[src/rtl/cpu_types_pkg.sv]
// Shared CPU-side types: word type, RAM status encoding and arbiter states.
package cpu_types_pkg;

    localparam int CPU_WORD_W = 32;

    typedef logic [CPU_WORD_W-1:0] word_t;

    typedef enum logic [1:0] {
        FREE   = 2'd0,
        BUSY   = 2'd1,
        ACCESS = 2'd2,
        ERROR  = 2'd3
    } ramstate_t;

    typedef enum logic [1:0] {
        IDLE = 2'd0,
        IREQ = 2'd1,
        DREQ = 2'd2
    } arb_state_t;

endpackage

[src/rtl/arb_timer.sv]
// Watchdog counter: clears on grant, counts while enabled, saturates at TIMEOUT-1.
module arb_timer #(
    parameter int TIMEOUT = 64,
    localparam int CW = (TIMEOUT > 1) ? $clog2(TIMEOUT) : 1
) (
    input  logic          CLK,
    input  logic          nRST,
    input  logic          clear,
    input  logic          enable,
    input  logic          load,
    input  logic [CW-1:0] load_val,
    output logic          expired
);

    logic [CW-1:0] count;

    always_ff @(posedge CLK or negedge nRST) begin
        if (!nRST) begin
            count <= '0;
        end else if (clear) begin
            count <= '0;
        end else if (load) begin
            count <= load_val;
        end else if (enable && !expired) begin
            count <= count + 1'b1;
        end
    end

    assign expired = (count == CW'(TIMEOUT - 1));

endmodule

[src/rtl/memory_arbiter.sv]
// Arbitrates instruction and data requests onto one variable-latency RAM port,
// alternating grants under contention and aborting on RAM error or watchdog expiry.
module memory_arbiter
    import cpu_types_pkg::*;
#(
    parameter int WORD_W  = 32,
    parameter int TIMEOUT = 64
) (
    input  logic              CLK,
    input  logic              nRST,
    input  logic              iREN,
    input  logic [WORD_W-1:0] iaddr,
    input  logic              dREN,
    input  logic              dWEN,
    input  logic [WORD_W-1:0] daddr,
    input  logic [WORD_W-1:0] dstore,
    output logic              ihit,
    output logic              dhit,
    output logic [WORD_W-1:0] iload,
    output logic [WORD_W-1:0] dload,
    output logic              err,
    output logic              ramREN,
    output logic              ramWEN,
    output logic [WORD_W-1:0] ramaddr,
    output logic [WORD_W-1:0] ramstore,
    input  logic [WORD_W-1:0] ramload,
    input  logic [1:0]        ramstate
);

    localparam int CW = (TIMEOUT > 1) ? $clog2(TIMEOUT) : 1;

    arb_state_t        state, state_nx;
    ramstate_t         rs;
    logic              last_data, last_data_nx;
    logic              op_write;
    logic [WORD_W-1:0] addr_q, store_q;
    logic              dreq, grant_i, grant_d, done, abort, expired;
    logic              ihit_nx, dhit_nx, err_nx;

    assign rs   = ramstate_t'(ramstate);
    assign dreq = dREN | dWEN;

    arb_timer #(.TIMEOUT(TIMEOUT)) u_timer (
        .CLK      (CLK),
        .nRST     (nRST),
        .clear    (grant_i | grant_d),
        .enable   (state != IDLE),
        .load     (1'b0),
        .load_val ({CW{1'b0}}),
        .expired  (expired)
    );

    always_ff @(posedge CLK or negedge nRST) begin
        if (!nRST) begin
            state <= IDLE;
        end else begin
            state <= state_nx;
        end
    end

    always_comb begin
        state_nx     = state;
        last_data_nx = last_data;
        grant_i      = 1'b0;
        grant_d      = 1'b0;
        done         = 1'b0;
        abort        = 1'b0;
        ihit_nx      = 1'b0;
        dhit_nx      = 1'b0;
        err_nx       = 1'b0;
        case (state)
            IDLE: begin
                // Under contention the port not served last time wins.
                if (dreq && (!iREN || !last_data)) begin
                    grant_d  = 1'b1;
                    state_nx = DREQ;
                end else if (iREN) begin
                    grant_i  = 1'b1;
                    state_nx = IREQ;
                end
            end
            IREQ, DREQ: begin
                if (rs == ACCESS) begin
                    done = 1'b1;
                end else if (rs == ERROR || expired) begin
                    abort = 1'b1;
                end
                if (done || abort) begin
                    state_nx     = IDLE;
                    last_data_nx = (state == DREQ);
                end
                ihit_nx = done && (state == IREQ);
                dhit_nx = done && (state == DREQ);
                err_nx  = abort;
            end
            default: state_nx = IDLE;
        endcase
    end

    always_ff @(posedge CLK or negedge nRST) begin
        if (!nRST) begin
            last_data <= 1'b0;
            op_write  <= 1'b0;
            addr_q    <= '0;
            store_q   <= '0;
            ihit      <= 1'b0;
            dhit      <= 1'b0;
            err       <= 1'b0;
            iload     <= '0;
            dload     <= '0;
        end else begin
            last_data <= last_data_nx;
            ihit      <= ihit_nx;
            dhit      <= dhit_nx;
            err       <= err_nx;
            if (grant_d) begin
                addr_q   <= daddr;
                store_q  <= dstore;
                op_write <= dWEN;
            end else if (grant_i) begin
                addr_q   <= iaddr;
                op_write <= 1'b0;
            end
            if (ihit_nx) begin
                iload <= ramload;
            end
            if (dhit_nx && !op_write) begin
                dload <= ramload;
            end
        end
    end

    // Strobes decode straight from state so an async reset drops them at once.
    assign ramREN   = (state == IREQ) || ((state == DREQ) && !op_write);
    assign ramWEN   = (state == DREQ) && op_write;
    assign ramaddr  = addr_q;
    assign ramstore = store_q;

endmodule

[config.mk]
export PLATFORM = sky130hd
export DESIGN_NAME = memory_arbiter
export DESIGN_NICKNAME = d
export VERILOG_FILES = /design/src/rtl/cpu_types_pkg.sv /design/src/rtl/arb_timer.sv /design/src/rtl/memory_arbiter.sv
export SDC_FILE = /design/constraint.sdc
export NUM_CORES = 1
export LEC_CHECK = 0
export CORE_ASPECT_RATIO = 1.1
export CORE_MARGIN = 8
export CORE_UTILIZATION = 37
export CTS_BUF_LIST = sky130_fd_sc_hd__clkbuf_2
export DETAILED_ROUTE_END_ITERATION = 6
export GPL_ROUTABILITY_DRIVEN = 0
export GPL_TIMING_DRIVEN = 0
export MAX_ROUTING_LAYER = met4
export PLACE_DENSITY = 0.76
export SLEW_MARGIN = 20
export SYNTH_ARGS = -nofsm -noshare
export SYNTH_HDL_FRONTEND = slang
export SYNTH_HIERARCHICAL = 1
export SYNTH_SLANG_ARGS = --single-unit
[constraint.sdc]
create_clock -name CLK -period 1.9 [get_ports CLK]
set_input_delay 0.19 -clock CLK [delete_from_list [all_inputs] [get_ports CLK]]
set_output_delay 0.19 -clock CLK [all_outputs]
set_load 0.005 [all_outputs]
# --- Yosys cells after proc, flatten, opt, wreduce, memory -nomap -nowiden ---
# Index checks and enable logic that the tools add are counted.
word_totals:
  regBits: 141
  latch_bits: 0
  ramBits: 0
  rom_bits: 0
  output_inout_bits: 133
  n_memories: 0
classes:
  n_addsub: 1
  mul: 0
  div_mod_pow: 0
  order_cmp: 0
  n_eq_ne: 7
  shifts: 0
  muxes: 23
  bitwise_logic: 2
  n_reduce_logical: 22
ops:
  columns: ["operator", "n"]
  rows:
  - ["$mux W32", 2]
  - ["$mux W1", 15]
  - ["$mux W6", 2]
  - ["$logic_and A1 B1 Y1", 7]
  - ["$add A6 B1 Y6 const B", 1]
  - ["$eq A2 B2 Y1 const B", 3]
  - ["$eq A6 B6 Y1 const B", 1]
  - ["$mux W2", 3]
  - ["$reduce_bool A2 Y1", 3]
  - ["$logic_not A1 Y1", 4]
  - ["$logic_or A1 B1 Y1", 4]
  - ["$pmux W2 S2", 1]
  - ["$reduce_and A2 Y1", 2]
  - ["$ne A3 B3 Y1 const B", 1]
  - ["$eq A2 B1 Y1 const B", 1]
  - ["$logic_not A2 Y1", 1]
  - ["$ne A2 B2 Y1 const B", 1]
  - ["$or A1 B1 Y1", 2]
  - ["$reduce_or A2 Y1", 1]

# --- Depth between registers and ports, before layout ---
# Gate-level depths: netlist (run 1).
logic_depth:
  ltp_word: 8
  depth_mapped: 9

# --- By module ---
# The synthesis (run 1) kept the hierarchy.
modules_own_cells:
  columns: ["mod", "instances", "cells_each", "area_each_um2", "seq_area_each_um2"]
  rows:
  - ["memory_arbiter", 1, 420, 5455.2, 3378.2]
  - ["arb_timer", 1, 49, 422.9, 150.1]

# --- Least setup slack after synthesis (run 1) ---
# OpenSTA, ideal clock, no wires.
synth_timing:
  path_kind: "register to register"
  start: "register state[0]"
  end: "register dload[0]"
  setup_time_ns: 0.127
  arrival_ns: 1.674
  slack_ns: 0.098
  path_stages_with_launch: 8
  period_less_slack_ns: 1.802
  cell_sequence: "dfrtp_1 -> inv_1 -> ha_1 -> and4b_1 -> and2_1 -> buf_2 -> buf_6 -> mux2_1"
synth_between:
  elab_chain_len: 4
synth_lines:
  columns: ["item", "line_no", "rtl"]
  rows:
  - ["start, declared", "memory_arbiter.sv:32", "arb_state_t state, state_nx;"]
  - ["start signal, assigned", "memory_arbiter.sv:57", "state <= state_nx;"]
  - ["$eq A2 B2 Y1 or $eq A2 B1 Y1 (tied branches)", "memory_arbiter.sv:71, memory_arbiter.sv:93", null]
  - ["$reduce_or A2 Y1 or $logic_and A1 B1 Y1 (tied branches)", "memory_arbiter.sv:71, memory_arbiter.sv:93", null]
  - ["$mux W1 (*)", "memory_arbiter.sv:71", "case (state)"]
  - ["named net dhit_nx", "memory_arbiter.sv:38", "logic ihit_nx, dhit_nx, err_nx;"]
  - ["$logic_and A1 B1 Y1 (*)", "memory_arbiter.sv:127", "if (dhit_nx && !op_write) begin"]
  - ["end signal, assigned", "memory_arbiter.sv:128", "dload <= ramload;"]
  - ["end, declared", "memory_arbiter.sv:20", "output logic [WORD_W-1:0] dload,"]
# The timed path passes the listed nets; every way through them passes the cells marked *.
# A chain may end at the register's enable or synchronous reset.

# --- Worst setup path in the final report (run 1) ---
layout_timing:
  start: "register state[1]"
  end: "register dload[3]"
# The elaborated chain is that of the path after synthesis.

==> impl_metrics.yaml, run 1 <==
floorplan:
  core_sq_mm: 0.0156
  die_area_sq_mm: 0.0202
  placementRows: 48
  die_w_um: 136
  dieHeight_um: 148
  io-pin-count: 268
  floorplan.initialDensity_pct: 37.6
global_routing:
  first_global_vias: 5593
  grt_residual_overflow: 0
  grt_max_degree: 77
  wire_length_of_the_first_global_routing_pass_um: 30100
  antenna_found_initial: 0
  global_route.usage.total_pct: 19.6
setup_path:
  required_ps: 2490
  critical_path.top_delay_family: "buffers and inverters"
  max_stage_delay_ps: 460
  r2r_setup_slack_ps: -120
  worst_r2r_endpoint: "dload[3]"
  critPathSlowestCell: "sky130_fd_sc_hd__dfrtp_2"
  r2r-start: "state[1]"
  r2r.worst_path.cells: 9
  critPathMostFrequentCell: "sky130_fd_sc_hd__buf_12"
  worst-path-buf-inv: 5
  arrival_ps: 2610
  cp-end-kind: "flop"
  worstSetupPathType: "flop to flop"
  kind_of_start_point_of_the_critical_path: "flop"
  crit_path_max_fanout: 7
  crit_path_cell_trace: "inv_2, buf_6, ha_4, and4b_1, and2_4, buf_12, buf_12, buf_16, mux2_4"
logic_synthesis:
  synthDistinctLibCells: 44
  seq_area_frac_synth_pct: 60.0
  synth_area_sq_mm: 0.00588
  synth_top_flop_cell: "sky130_fd_sc_hd__dfrtp_1"
  yosys_register_bits: 141
  syn-instance-count: 469
  postSynthAreaPerCell_sq_um: 12.5
  synth_enable_flop_cells: 0
  synth_warnings: 6
  postSynth.asyncResetShare_pct: 100
drt:
  route.detailed.drc: 0
  overall_via_count_from_detail_route: 5443
  wirelength_per_cell_um: 19.9
  detail_route.iter0.violations: 305
  avgViaCountPerCell: 5.00
  drt.antenna.violating_nets: 0
  detailed_route_wl_um: 21700
  drt-pass1-iter-count: 4
layout:
  final_layout_size_suffix_gt1_share_pct: 23.5
  number_of_standard_cells_in_the_layout_taps_in_and_fillers_out: 1088
  n_fill_cell: 1071
  syn2layout_area_growth_pct: 81.3
  finalNetCount: 1015
  diodes: 0
run_status:
  outcome: "finished, violations left"
  failed_checks: "negative setup slack"
pwr:
  cellInternalPower_uw: 9340
  p_sw_share_pct: 35.0
  p_leak_uw: 0.00595
  power_frac_clock_pct: 10.3
  combPwrFrac_pct: 53.6
  power.ir.vdd_worst_uv: 627
  sequential_power_share_pct: 36.1
  pwr_total_uw: 14400
  powerDensity_mw_per_mm2: 1350
  power_switching_uw: 5030
timing:
  finalSetupViolations: 19
  slew_headroom_pct: 64.4
  holdWs_ps: 79.1
  period_utilization_post_route_pct: 106
  timing.final.ws_setup_ps: -115
  grt_setup_unrepaired: "yes"
  final_report_max_slew_violation_count: 0
  finalWorstPathRequiredPeriod_ps: 2020
  skew_ps: 33.7
  timing.fmax_mhz: 496
  timing_hold_violations_final: 0
  finalSetupTns_ps: -881
  worst_slew_pin_slew_ps: 533
worst_hold_path:
  timing.hold.worst_path_depth: 3
  holdCritPathClass: "input port to flop"
  hold_path_end: "ramaddr[18]"
  min-delay-start: "iaddr[18]"
placed_design:
  dp_worst_setup_slack_ps: -460
  hpwl_um: 14300
  placement.io_buffers: 267
  placedCellCount: 948
clock_tree:
  cts_tree: "yes"
  cts-buffers-inserted: 17
  clkTransAtPathRegs_ps: 220
  cts_sink_cnt: 141
  worst_skew_pair.late_latency_ps: 710
  clock-root-buffer: "sky130_fd_sc_hd__clkbuf_2"
  cts-root-to-sink-buffers: 2
  ctsHtreeMaxLevel: 4
run:
  maxCapViolations: 0
==> power by group through the flow <==
| stage | Sequential [uW] | Combinational, uW | Clock, uW |
|---|---|---|---|
| global placement | 5160 | 6190 | 0 |
| floorplan | 5250 | 2410 | 0 |
| global route | 5340 | 8280 | 1660 |
| detailed placement | 5260 | 6410 | 0 |
| finish | 5190 | 7700 | 1480 |
| CTS | 5170 | 6960 | 1510 |
==> worst max path at each step <==
stage                     startpoint          endpoint  slack [ps]  cells past startpoint
after floorplan             state[0]          dload[0]         100                      7
after global placement          nRST       ramaddr[20]       -4860                      1
after detailed placement        iREN  u_timer/count[5]        -460                      7
after CTS                   state[0]            ramWEN        -230                      4
after global routing        state[1]          dload[3]        -170                      9
final                       state[1]          dload[3]        -120                      9
==> per-stage QoR <==
| stage | utilization, % | cell area (sq um) |
|---|---|---|
| floorplan | - | 5920 |
| global placement | 56.6 | 8840 |
| detailed placement | 56.8 | 8870 |
| CTS | 62.4 | 9740 |
| global route | 68.2 | 10700 |
| finish | 68.2 | 10700 |
==> kinds of logic (layout without fill, tap and decap cells) <==
family / Yosys count / in the layout / synth area share [%]
buf+inv: 37 / 445 / 3.09
fa+ha+maj: 5 / 5 / 1.06
flops: 141 / 141 / 60.0
simple gates: 69 / 69 / 5.83
other cells: 1 / 12 / 0.0638
compound gates: 118 / 118 / 11.2
mux: 98 / 98 / 18.8
==> timing repair <==
item,CTS,global route
hold buffers,21,14
resized for setup,87,155
gates cloned,3,4
pin swaps,3,0
setup endpoints to repair,122,228
endpoints found under the hold margin,158,14
setup buffers,23,47
==> cells in the final DEF, fill, tap and decap left out, types with 2 or more instances in the layout <==
cell,count
sky130_fd_sc_hd__nand3_1,4
sky130_fd_sc_hd__inv_2,3
sky130_fd_sc_hd__and2_1,2
sky130_fd_sc_hd__dlygate4sd2_1,22
sky130_fd_sc_hd__nand4_1,2
sky130_fd_sc_hd__clkbuf_16,3
sky130_fd_sc_hd__buf_4,62
sky130_fd_sc_hd__mux2_4,60
sky130_fd_sc_hd__nand2_1,38
sky130_fd_sc_hd__mux2_1,30
sky130_fd_sc_hd__clkbuf_2,19
sky130_fd_sc_hd__dlygate4sd3_1,35
sky130_fd_sc_hd__conb_1,12
sky130_fd_sc_hd__dlymetal6s2s_1,101
sky130_fd_sc_hd__o21ai_0,67
sky130_fd_sc_hd__buf_8,5
sky130_fd_sc_hd__nor3b_1,2
sky130_fd_sc_hd__clkdlybuf4s50_1,141
sky130_fd_sc_hd__clkinv_1,2
sky130_fd_sc_hd__clkinvlp_4,5
sky130_fd_sc_hd__ha_2,3
sky130_fd_sc_hd__o21ai_1,3
sky130_fd_sc_hd__a211oi_1,2
sky130_fd_sc_hd__mux2_2,7
sky130_fd_sc_hd__buf_16,2
sky130_fd_sc_hd__nor2_1,6
sky130_fd_sc_hd__buf_12,6
sky130_fd_sc_hd__clkinv_4,2
sky130_fd_sc_hd__clkbuf_1,11
sky130_fd_sc_hd__dfrtp_1,140
sky130_fd_sc_hd__inv_1,5
sky130_fd_sc_hd__buf_6,7
sky130_fd_sc_hd__a21oi_1,34
sky130_fd_sc_hd__clkinv_2,5
sky130_fd_sc_hd__inv_6,2
sky130_fd_sc_hd__buf_2,4
==> state kept, by name, indices dropped and copies added (netlist names) <==
register,count
last_data,1
state,2
ramaddr,32
op_write,1
u_timer/count,6
ramstore,32
ihit,1
err,1
iload,32
dload,32
dhit,1
==> synth_stat cells, drive strengths merged, types with 2 or more instances <==
cell | number | area, sq um
dfrtp | 141 | 3530
mux2 | 97 | 1090
o21ai | 70 | 350
nand2 | 39 | 149
a21oi | 34 | 170
buf | 14 | 95.1
clkbuf | 13 | 48.8
inv | 10 | 37.5
nor2 | 6 | 22.5
ha | 5 | 62.6
nand3 | 5 | 30.0
and2 | 3 | 18.8
nand4 | 3 | 25.0
nor3b | 3 | 22.5
a211oi | 2 | 15.0
a2bb2oi | 2 | 35.0
nor4b | 2 | 17.5
==> per-layer routing <==
layer | vias to the layer above | global-route usage (%) | part of all wire (%)
met5 | - | - | 0
met4 | 0 | 7.42 | 2.1
met3 | 37 | 6.34 | 7.2
met2 | 223 | 33.1 | 53
met1 | 2715 | 20.9 | 38
li1 | 2468 | - | -
==> final cells by class <==
| type | instances | area [sq um] | share of cell area [%] |
|---|---|---|---|
| Buffer | 25 | 205 | 1.93 |
| Clock buffer | 17 | 85.1 | 0.798 |
| Clock inverter | 15 | 97.6 | 0.916 |
| Inverter | 10 | 43.8 | 0.411 |
| Multi-Input combinational cell | 302 | 2480 | 23.3 |
| Sequential cell | 141 | 3530 | 33.1 |
| Tap cell | 200 | 250 | 2.35 |
| Timing Repair Buffer | 377 | 3960 | 37.2 |
| Timing Repair inverter | 1 | 5.00 | 0.0470 |
==> worst reg2reg max path: stages, from the launching register on <==
cell and delay, ps:
sky130_fd_sc_hd__dfrtp_2 460, sky130_fd_sc_hd__inv_2 50, sky130_fd_sc_hd__buf_6 110, sky130_fd_sc_hd__ha_4 250, sky130_fd_sc_hd__and4b_1 210, sky130_fd_sc_hd__and2_4 160
sky130_fd_sc_hd__buf_12 140, sky130_fd_sc_hd__buf_12 110, sky130_fd_sc_hd__buf_16 110, sky130_fd_sc_hd__mux2_4 290
No activity file was read; power rests on OpenSTA's default activity.
==> run 2: changes to the inputs <==
--- a/config.mk
+++ b/config.mk
@@ -5,15 +5,17 @@
 export SDC_FILE = /design/constraint.sdc
 export NUM_CORES = 1
 export LEC_CHECK = 0
+export CELL_PAD_IN_SITES_DETAIL_PLACEMENT = 0
+export CELL_PAD_IN_SITES_GLOBAL_PLACEMENT = 2
 export CORE_ASPECT_RATIO = 1.1
 export CORE_MARGIN = 8
-export CORE_UTILIZATION = 37
+export CORE_UTILIZATION = 24
 export CTS_BUF_LIST = sky130_fd_sc_hd__clkbuf_2
 export DETAILED_ROUTE_END_ITERATION = 6
-export GPL_ROUTABILITY_DRIVEN = 0
 export GPL_TIMING_DRIVEN = 0
+export HOLD_SLACK_MARGIN = 0.02
 export MAX_ROUTING_LAYER = met4
-export PLACE_DENSITY = 0.76
+export PLACE_DENSITY = 0.79
 export SLEW_MARGIN = 20
 export SYNTH_ARGS = -nofsm -noshare
 export SYNTH_HDL_FRONTEND = slang
==> run 2 against run 1 <==
  * The flow now finishes without violations
  * Die area increased by 47%
  * Cell count rose by 13%
  * Sequential share of layout area is 0.50 points lower
  * Sequential power fell by 2%
  * Combinational power decreased by 12%
==> impl_metrics.yaml, run 2 (synthesis results as in run 1) <==
run_status:
  outcome: "finished, final reports clean"
clock_tree:
  cts-root-to-sink-buffers: 2
  worst_skew_pair.late_latency_ps: 710
  clock-root-buffer: "sky130_fd_sc_hd__clkbuf_2"
  ctsHtreeMaxLevel: 4
  cts_sink_cnt: 141
  cts-buffers-inserted: 17
  clkTransAtPathRegs_ps: 260
  cts_tree: "yes"
global_routing:
  grt_max_degree: 79
  global_route.usage.total_pct: 13.7
  antenna_found_initial: 1
  grt_residual_overflow: 0
  first_global_vias: 5628
  wire_length_of_the_first_global_routing_pass_um: 31200
floorplan:
  die_area_sq_mm: 0.0298
  core_sq_mm: 0.0242
  placementRows: 60
  floorplan.initialDensity_pct: 24.2
  io-pin-count: 268
  die_w_um: 165
  dieHeight_um: 180
timing:
  timing_hold_violations_final: 0
  skew_ps: 62.4
  worst_slew_pin_slew_ps: 577
  finalWorstPathRequiredPeriod_ps: 1870
  slew_headroom_pct: 61.5
  finalSetupViolations: 0
  timing.fmax_mhz: 534
  period_utilization_post_route_pct: 98.5
  final_report_max_slew_violation_count: 0
  grt_setup_unrepaired: "yes"
pwr:
  powerDensity_mw_per_mm2: 1250
  power.ir.vdd_worst_uv: 422
  p_leak_uw: 0.00538
setup_path:
  critPathSlowestCell: "sky130_fd_sc_hd__dfrtp_2"
  crit_path_max_fanout: 8
  worst-path-buf-inv: 3
  critPathMostFrequentCell: "sky130_fd_sc_hd__buf_12"
  required_ps: 2460
  r2r-start: "state[1]"
  crit_path_cell_trace: "inv_4, ha_4, and4b_1, and2_4, buf_12, buf_12, mux2_4"
  r2r.worst_path.cells: 7
  max_stage_delay_ps: 490
  arrival_ps: 2430
  worst_r2r_endpoint: "dload[0]"
  worstSetupPathType: "flop to flop"
  cp-end-kind: "flop"
  r2r_setup_slack_ps: 30
  kind_of_start_point_of_the_critical_path: "flop"
  critical_path.top_delay_family: "flip-flops"
drt:
  detailed_route_wl_um: 21100
  overall_via_count_from_detail_route: 5319
  drt.antenna.violating_nets: 0
  avgViaCountPerCell: 4.35
  wirelength_per_cell_um: 17.3
  route.detailed.drc: 0
  detail_route.iter0.violations: 219
  drt-pass1-iter-count: 4
layout:
  syn2layout_area_growth_pct: 84.1
  most-common-layout-cells: "sky130_fd_sc_hd__dfrtp_1, sky130_fd_sc_hd__clkdlybuf4s50_1, sky130_fd_sc_hd__dlygate4sd3_1, sky130_fd_sc_hd__dlygate4sd2_1, sky130_fd_sc_hd__o21ai_0"
  final_util_pct: 44.6
  stdcell_area_sq_mm: 0.0108
  layout.cells.most_common: "sky130_fd_sc_hd__dfrtp_1"
  n_fill_cell: 2298
  final_layout_size_suffix_gt1_share_pct: 18.7
  finalNetCount: 1040
  number_of_standard_cells_in_the_layout_taps_in_and_fillers_out: 1224
worst_hold_path:
  holdCritPathClass: "input port to flop"
  hold_path_end: "ramaddr[29]"
  min-delay-start: "daddr[29]"
  timing.hold.worst_path_depth: 3
run:
  maxCapViolations: 0
placed_design:
  detailed_place.area_sq_mm: 0.00901
  hpwl_um: 14700
  place_congestion: 0.743
  placedCellCount: 1058
  placement.io_buffers: 267
[run 2: changes by cell type in the layout (fill, tap and decap cells not counted), sizes merged]
| cell | delta |
|---|---|
| clkdlybuf4s50 | -6 |
| inv | +6 |
| clkbuf | -1 |
| clkinv | -8 |
| dlygate4sd2 | +56 |
| dlygate4sd3 | +66 |
| buf | -38 |
| dlymetal6s2s | -50 |
| diode | +1 |
[run 2: what timing repair did]
action | CTS | global route
endpoints found under the setup margin | 177 | 79
hold buffers | 94 | 7
gates cloned | 0 | 3
pin swaps | 1 | 3
buffers inserted | 11 | 18
endpoints found under the hold margin | 217 | 9
resized for setup | 104 | 102
[run 2: tightest hold or removal path, stage by stage]
cell and delay, ps:
sky130_fd_sc_hd__clkdlybuf4s50_1 400, sky130_fd_sc_hd__o21ai_0 140, sky130_fd_sc_hd__o21ai_0 70
[run 2: worst max-delay path by stage]
stage | from | endpoint | slack, ps | cells after the start
floorplan | state[0] | dload[0] | 100 | 7
global placement | nRST | ramaddr[17] | -5570 | 1
detailed placement | iREN | u_timer/count[5] | -580 | 7
CTS | state[0] | ramREN | -90 | 4
global route | state[0] | ramREN | -110 | 4
finish | state[1] | dload[0] | 30 | 7
[run 2: report_power, final]
group / switching (uW) / internal, uW / total [uW]
sequential: 712 / 4370 / 5080
combinational: 2880 / 3890 / 6770
clock: 1310 / 394 / 1710
total: 4900 / 8660 / 13600
[run 2: metal layers]
| layer | share of wire [%] | global-route usage [%] | routed length [um] | vias up |
|---|---|---|---|---|
| li1 | - | - | - | 2523 |
| met1 | 43 | 16.2 | 8980 | 2601 |
| met5 | 0 | - | 0 | - |
| met2 | 49 | 22.3 | 10400 | 188 |
| met3 | 7.7 | 4.27 | 1630 | 7 |
| met4 | 0.67 | 3.28 | 142 | 0 |
[run 2: stage by stage]
stage          worst slack [ps]  TNS (ps)  total power [uW]  hold WS, ps
5_1_grt                    -113     -1240             14600         28.1
2_1_floorplan              98.2         0              7660         -106
6_report                   27.7         0             13600          113
3_5_place_dp               -577    -26740             11700          183
4_1_cts                   -93.5      -124             13300         20.2
3_3_place_gp              -5570   -806630             11700          462
[run 2: area by class of cell]
class / count / area, sq um / area share [%]
inverters: 10 / 46.3 / 0.428
flip-flops and latches: 141 / 3530 / 32.6
clock inverters: 14 / 124 / 1.14
repair buffers: 401 / 4050 / 37.4
well taps: 310 / 388 / 3.59
clock buffers: 18 / 90.1 / 0.833
diodes: 1 / 2.50 / 0.0231
multi-input cells: 302 / 2390 / 22.1
plain buffers: 27 / 201 / 1.86
